[config.mk]
export PLATFORM = sky130hd
export DESIGN_NAME = picoblaze_s2mm_frame_limiter_flat
export DESIGN_NICKNAME = d
export VERILOG_FILES = /design/src/rtl/picoblaze_dm_pkg.sv /design/src/rtl/picoblaze_s2mm_frame_limiter_if.sv /design/src/rtl/axis_byte_reg.sv /design/src/rtl/picoblaze_s2mm_frame_limiter.sv /design/src/flat_wrapper.sv
export SDC_FILE = /design/constraint.sdc
export NUM_CORES = 1
export LEC_CHECK = 0
export ABC_CLOCK_PERIOD_IN_PS = 1950
export CAP_MARGIN = 20
export CORE_UTILIZATION = 30
export DETAILED_ROUTE_END_ITERATION = 10
export GPL_TIMING_DRIVEN = 0
export PLACE_DENSITY = 0.54
export SLEW_MARGIN = 20
export SYNTH_ARGS = -nofsm -noshare
export SYNTH_HDL_FRONTEND = slang
export SYNTH_HIERARCHICAL = 1
export SYNTH_SLANG_ARGS = --single-unit
[constraint.sdc]
create_clock -name clk -period 1.95 [get_ports clk]
set_clock_uncertainty 0.1 [all_clocks]
set_input_delay 0.2925 -clock clk [delete_from_list [all_inputs] [get_ports clk]]
set_output_delay 0.2925 -clock clk [all_outputs]
set_load 0.03 [all_outputs]
[src/rtl/picoblaze_dm_pkg.sv]
// Shared constants and types for the PicoBlaze DataMover bridge.
// S2MM_MAX_BYTES also sets the S2MM command BTT on the bridge side.
package picoblaze_dm_pkg;

    localparam int unsigned S2MM_MAX_BYTES = 1024;
    localparam int unsigned S2MM_CNT_W     = $clog2(S2MM_MAX_BYTES) + 1;

    typedef logic [S2MM_CNT_W-1:0] s2mm_byte_cnt_t;

    typedef enum logic [0:0] {
        StPass,
        StDrop
    } s2mm_lim_state_e;

endpackage

[src/rtl/picoblaze_s2mm_frame_limiter_if.sv]
// 8-bit AXI4-Stream byte channel with TLAST.
interface picoblaze_s2mm_frame_limiter_if;

    logic [7:0] tdata;
    logic       tvalid;
    logic       tready;
    logic       tlast;

    modport master (output tdata, output tvalid, output tlast, input tready);
    modport slave  (input tdata, input tvalid, input tlast, output tready);

endinterface

[src/rtl/axis_byte_reg.sv]
// One-deep registered AXIS stage; payload is held stable while stalled.
module axis_byte_reg #(
    parameter int unsigned Width = 9
) (
    input  logic             clk,
    input  logic             reset,
    input  logic             in_valid_i,
    input  logic [Width-1:0] in_data_i,
    output logic             in_ready_o,
    output logic             out_valid_o,
    output logic [Width-1:0] out_data_o,
    input  logic             out_ready_i
);

    logic             valid_q;
    logic [Width-1:0] data_q;

    assign in_ready_o  = !valid_q || out_ready_i;
    assign out_valid_o = valid_q;
    assign out_data_o  = data_q;

    always_ff @(posedge clk) begin
        if (reset) begin
            valid_q <= 1'b0;
            data_q  <= '0;
        end else if (in_ready_o) begin
            valid_q <= in_valid_i;
            if (in_valid_i) begin
                data_q <= in_data_i;
            end
        end
    end

endmodule

[src/rtl/picoblaze_s2mm_frame_limiter.sv]
// Caps received frames at C_MAX_BYTES: forces TLAST on the last allowed byte and
// discards the remainder, counting intact and truncated frames for firmware.
module picoblaze_s2mm_frame_limiter
    import picoblaze_dm_pkg::*;
#(
    parameter int unsigned C_MAX_BYTES   = S2MM_MAX_BYTES,
    parameter int unsigned C_COUNT_WIDTH = 8
) (
    input  logic                         clk,
    input  logic                         reset,
    picoblaze_s2mm_frame_limiter_if.slave  s_axis,
    picoblaze_s2mm_frame_limiter_if.master m_axis,
    input  logic                         clear_counters_i,
    output logic [C_COUNT_WIDTH-1:0]     frames_passed_o,
    output logic [C_COUNT_WIDTH-1:0]     frames_truncated_o
);

    localparam s2mm_byte_cnt_t LastIdx = s2mm_byte_cnt_t'(C_MAX_BYTES - 1);
    localparam s2mm_byte_cnt_t CntOne  = s2mm_byte_cnt_t'(1);

    s2mm_lim_state_e          state_q;
    s2mm_byte_cnt_t           byte_cnt_q;
    logic [C_COUNT_WIDTH-1:0] passed_q;
    logic [C_COUNT_WIDTH-1:0] trunc_q;

    logic       reg_in_valid;
    logic       reg_in_ready;
    logic       reg_out_valid;
    logic [8:0] reg_out_data;
    logic       at_limit;
    logic       accept;

    assign at_limit     = (byte_cnt_q == LastIdx);
    assign reg_in_valid = s_axis.tvalid && (state_q == StPass);
    // Dropping never back-pressures, so the tail drains at line rate.
    assign s_axis.tready = (state_q == StDrop) ? 1'b1 : reg_in_ready;
    assign accept        = s_axis.tvalid && s_axis.tready;

    axis_byte_reg #(
        .Width (9)
    ) u_out_reg (
        .clk         (clk),
        .reset       (reset),
        .in_valid_i  (reg_in_valid),
        .in_data_i   ({s_axis.tlast || at_limit, s_axis.tdata}),
        .in_ready_o  (reg_in_ready),
        .out_valid_o (reg_out_valid),
        .out_data_o  (reg_out_data),
        .out_ready_i (m_axis.tready)
    );

    assign m_axis.tvalid = reg_out_valid;
    assign m_axis.tdata  = reg_out_data[7:0];
    assign m_axis.tlast  = reg_out_data[8];

    assign frames_passed_o    = passed_q;
    assign frames_truncated_o = trunc_q;

    always_ff @(posedge clk) begin
        if (reset) begin
            state_q    <= StPass;
            byte_cnt_q <= '0;
            passed_q   <= '0;
            trunc_q    <= '0;
        end else begin
            if (accept) begin
                unique case (state_q)
                    StPass: begin
                        if (s_axis.tlast) begin
                            byte_cnt_q <= '0;
                            if (passed_q != '1) passed_q <= passed_q + 1'b1;
                        end else if (at_limit) begin
                            byte_cnt_q <= '0;
                            state_q    <= StDrop;
                            if (trunc_q != '1) trunc_q <= trunc_q + 1'b1;
                        end else begin
                            byte_cnt_q <= byte_cnt_q + CntOne;
                        end
                    end
                    StDrop: begin
                        if (s_axis.tlast) state_q <= StPass;
                    end
                    default: state_q <= StPass;
                endcase
            end
            // Placed last so a clear overrides a same-cycle increment.
            if (clear_counters_i) begin
                passed_q <= '0;
                trunc_q  <= '0;
            end
        end
    end

endmodule

[src/flat_wrapper.sv]
// flat-port wrapper written by rule: the top's interface ports become plain ports
module picoblaze_s2mm_frame_limiter_flat import picoblaze_dm_pkg::*;
#(
    parameter int unsigned C_MAX_BYTES   = S2MM_MAX_BYTES,
    parameter int unsigned C_COUNT_WIDTH = 8
)
  (clk, reset, clear_counters_i, frames_passed_o, frames_truncated_o, s_axis_tdata, s_axis_tvalid, s_axis_tlast, s_axis_tready, m_axis_tdata, m_axis_tvalid, m_axis_tlast, m_axis_tready);
  picoblaze_s2mm_frame_limiter_if s_axis_i ();
  picoblaze_s2mm_frame_limiter_if m_axis_i ();
  input  logic clk;
  input  logic reset;
  input  logic clear_counters_i;
  output logic [C_COUNT_WIDTH-1:0] frames_passed_o;
  output logic [C_COUNT_WIDTH-1:0] frames_truncated_o;
  input wire logic [$bits(s_axis_i.tdata)-1:0] s_axis_tdata;
  input wire logic [$bits(s_axis_i.tvalid)-1:0] s_axis_tvalid;
  input wire logic [$bits(s_axis_i.tlast)-1:0] s_axis_tlast;
  output wire logic [$bits(s_axis_i.tready)-1:0] s_axis_tready;
  output wire logic [$bits(m_axis_i.tdata)-1:0] m_axis_tdata;
  output wire logic [$bits(m_axis_i.tvalid)-1:0] m_axis_tvalid;
  output wire logic [$bits(m_axis_i.tlast)-1:0] m_axis_tlast;
  input wire logic [$bits(m_axis_i.tready)-1:0] m_axis_tready;
  assign s_axis_i.tdata = s_axis_tdata;
  assign s_axis_i.tvalid = s_axis_tvalid;
  assign s_axis_i.tlast = s_axis_tlast;
  assign s_axis_tready = s_axis_i.tready;
  assign m_axis_tdata = m_axis_i.tdata;
  assign m_axis_tvalid = m_axis_i.tvalid;
  assign m_axis_tlast = m_axis_i.tlast;
  assign m_axis_i.tready = m_axis_tready;
  picoblaze_s2mm_frame_limiter #(.C_MAX_BYTES(C_MAX_BYTES), .C_COUNT_WIDTH(C_COUNT_WIDTH)) u_core (.clk(clk), .reset(reset), .s_axis(s_axis_i), .m_axis(m_axis_i), .clear_counters_i(clear_counters_i), .frames_passed_o(frames_passed_o), .frames_truncated_o(frames_truncated_o));
endmodule
==> metrics.txt <==
All-Layer GR Usage=14.53%; CTS Buffer Depth=2; net switching power=401.3 uW; final WL=4.501 mm; Synth Cell Area=0.001851 mm^2; max capacitance violation total=0; final hold slack=330.7 ps; Starting DRT DRC Count=just over 60; Crit. End Element=flip-flop; combinational family with the most area after synthesis=simple AND/OR/NAND/NOR gates; initial antenna violation count=0; pre-CTS setup slack=-681.3 ps; RSZ-0062 raised after global routing=yes; Fill cells=603; H-tree levels=2; Static Leak=approximately 0.00093 uW; vias in the first global route=approximately 1600; Critical Path AT=approximately 2000 ps; largest net degree at the start of global routing=13; GPL Wtd Cong=0.7867; adder-cell share of the synthesized area=slightly above 2%; Die H=80.54 um; yosys warns=6; Initial Util=31.26%; Worst-path clk slew=70 ps; PD cells=623.5 mW/mm^2; combinational share of power=12.5%; Tcrit/Tclk final=101.8%; Setup Crit Path Kind=reg -> reg; VDD IR max=0.3378 mV; #FFs+latches synth=38; Max Freq=503.9 MHz; count of final hold-check violations=0; syn_nets=224; diodes inserted=0; final worst slack=-34.34 ps; Worst-Margin Slew=550.4 ps; post-layout minimum cycle time=between 1500 and 2000 ps; Die W=80.54 um; violated checks=negative setup slack; total global routing overflow=0; row cnt=28; Area Growth Syn to Fin=44.76%; TritonRoute pass-1 iters=4; Clock Sinks=38; # setup viols final=1; hpwl dp=2.887 mm; TritonCTS buffer count=5; total power draw=approximately 1700 uW; Core Footprint=0.005921 mm^2; final net count=287; drt wl/cell=about 13 um; post-synthesis sequential area ratio=41.11%; routed vias/inst=4.962; sequential share of power=48.1%; simple-gate area share of the yosys netlist=26.57%; share of cells above drive strength 1=a little under a quarter; routed vias=1717; first-pass GRT wire length=around 7.4 mm; complex-gate fraction of the synthesized area=between 20% and 30%; Synth Area in XOR/XNOR=4.733%; clk root buf=clkbuf_8; Buffers on Ports=40; Startpoint Class=flip-flop; IO Count=41; Pins Over Slew Limit=0; internal power=1269 uW; Synth Instances=between 200 and 250; CTS tree=done; switch share=24.03%; clk_lat worst skew=280 ps; Layout Utilization=45.25%; Rel. slew slack=63.31%; post-synthesis mux area share=0%; Worst EP required=2000 ps; Post-Syn Area per Cell=8.940 um^2; Clk pwr share=about 40%; post-route ant nets=0; outcome=finished, violations left; worst min path class=in -> reg; post-synth cell types=40; CP max FO=8; remaining routing DRC violations=0; die footprint=about 0.0065 mm^2
==> cell type report <==
cell class                 instances  area (um^2)  share of cell area [%]
buffer                             8        57.56                   2.149
inverter                           6        22.52                  0.8407
sequential                        38        783.3                   29.24
timing repair buffer              58        536.8                   20.04
clock buffer                       5        68.82                   2.569
tap                               75        93.84                   3.503
multi-input combinational        153         1076                   40.17
clock inverter                     3        40.04                   1.495
==> worst paths after layout <==
check	to	slack (ps)	startpoint	cells past startpoint
worst min-delay path	u_core/state_q	330	s_axis_tlast	2
worst max register to register	u_core/frames_truncated_o[5]	-30	u_core/byte_cnt_q[1]	6
worst max-delay path	u_core/frames_truncated_o[5]	-30	u_core/byte_cnt_q[1]	6
worst min register to register	u_core/byte_cnt_q[10]	360	u_core/byte_cnt_q[10]	2
==> cell usage in the layout, fill, tap and decap left out, types with 5 or more instances in the layout <==
| cell type | n |
|---|---|
| dfxtp_4 | 5 |
| nand3_1 | 19 |
| nand2_1 | 14 |
| clkbuf_8 | 5 |
| nor3_1 | 8 |
| nor2_1 | 14 |
| clkdlybuf4s50_1 | 35 |
| xnor2_1 | 9 |
| dfxtp_1 | 30 |
| or3_1 | 5 |
| a21bo_1 | 9 |
| a21oi_1 | 9 |
| or2_2 | 5 |
| buf_4 | 18 |
| a21oi_2 | 10 |
| inv_1 | 6 |
==> synthesized netlist by cell type, drive strengths merged <==
| library cell | n | area (um^2) |
|---|---|---|
| a211oi | 3 | 22.52 |
| a21bo | 9 | 90.09 |
| a21oi | 19 | 128.9 |
| a311oi | 1 | 8.760 |
| a31oi | 4 | 25.02 |
| and2 | 3 | 18.77 |
| and3b | 1 | 8.760 |
| and4 | 1 | 8.760 |
| buf | 6 | 38.79 |
| clkbuf | 4 | 16.26 |
| dfxtp | 38 | 760.7 |
| ha | 3 | 37.54 |
| inv | 6 | 22.52 |
| nand2 | 14 | 52.55 |
| nand2b | 1 | 13.76 |
| nand3 | 19 | 95.09 |
| nand3b | 2 | 27.53 |
| nand4 | 1 | 12.51 |
| nand4b | 2 | 17.52 |
| nor2 | 14 | 52.55 |
| nor2b | 3 | 18.77 |
| nor3 | 8 | 40.04 |
| nor3b | 1 | 7.510 |
| nor4 | 4 | 25.02 |
| o21a | 3 | 22.52 |
| o21ai | 3 | 15.01 |
| o311ai | 2 | 17.52 |
| o31a | 1 | 8.760 |
| o31ai | 4 | 30.03 |
| o41ai | 3 | 26.28 |
| or2 | 5 | 31.28 |
| or3 | 5 | 31.28 |
| or4 | 4 | 30.03 |
| xnor2 | 9 | 78.83 |
| xor2 | 1 | 8.760 |
==> per-layer routing <==
layer | global-route usage [%] | part of all wire [%]
met4 | 3.750 | 0.84
met5 | 0 | 0
met3 | 3.864 | 4.3
met1 | 18.81 | 49
met2 | 23.64 | 46
==> cells by family (layout without fill, tap and decap cells) <==
| group | Yosys count | count (layout) |
|---|---|---|
| compound gates | 52 | 52 |
| xor+xnor | 10 | 10 |
| fa+ha+maj | 3 | 3 |
| buf+inv | 16 | 80 |
| flops | 38 | 38 |
| simple gates | 88 | 88 |
==> worst max-delay path, stage by stage, from the launching register on <==
cell and delay [ps]:
dfxtp_2 360, ha_4 140, nand4b_1 90, or4_4 550, buf_8 170, o41ai_4 330
a21oi_1 110
==> metrics by stage <==
stage	cells	instance area [um^2]	TNS, ps
floorplan	207	1871	-70.77
global placement	322	2365	-7937
detailed placement	322	2365	-7891
CTS	343	2618	-62.50
global route	346	2679	-210.8
finish	346	2679	-34.34
==> power groups by stage <==
| stage | Clock [uW] | Sequential, uW | Combinational, uW |
|---|---|---|---|
| final | 659 | 803 | 209 |
| after global routing | 719 | 805 | 226 |
| after CTS | 677 | 802 | 204 |
| after detailed placement | 0 | 823 | 187 |
| after global placement | 0 | 823 | 188 |
| after floorplan | 0 | 847 | 85.0 |
==> what timing repair did <==
action,CTS,global route
resized for setup,22,13
endpoints found under the setup margin,17,17
setup buffers,14,4
pin swaps,3,6
hold buffers,0,0
==> sequential cells by signal, summed over array words and instances (netlist names) <==
register,count
u_core/state_q,1
u_core/u_out_reg/out_data_o,9
u_core/u_out_reg/out_valid_o,1
u_core/frames_passed_o,8
u_core/byte_cnt_q,11
u_core/frames_truncated_o,8
(Power assumes the default switching activity.)
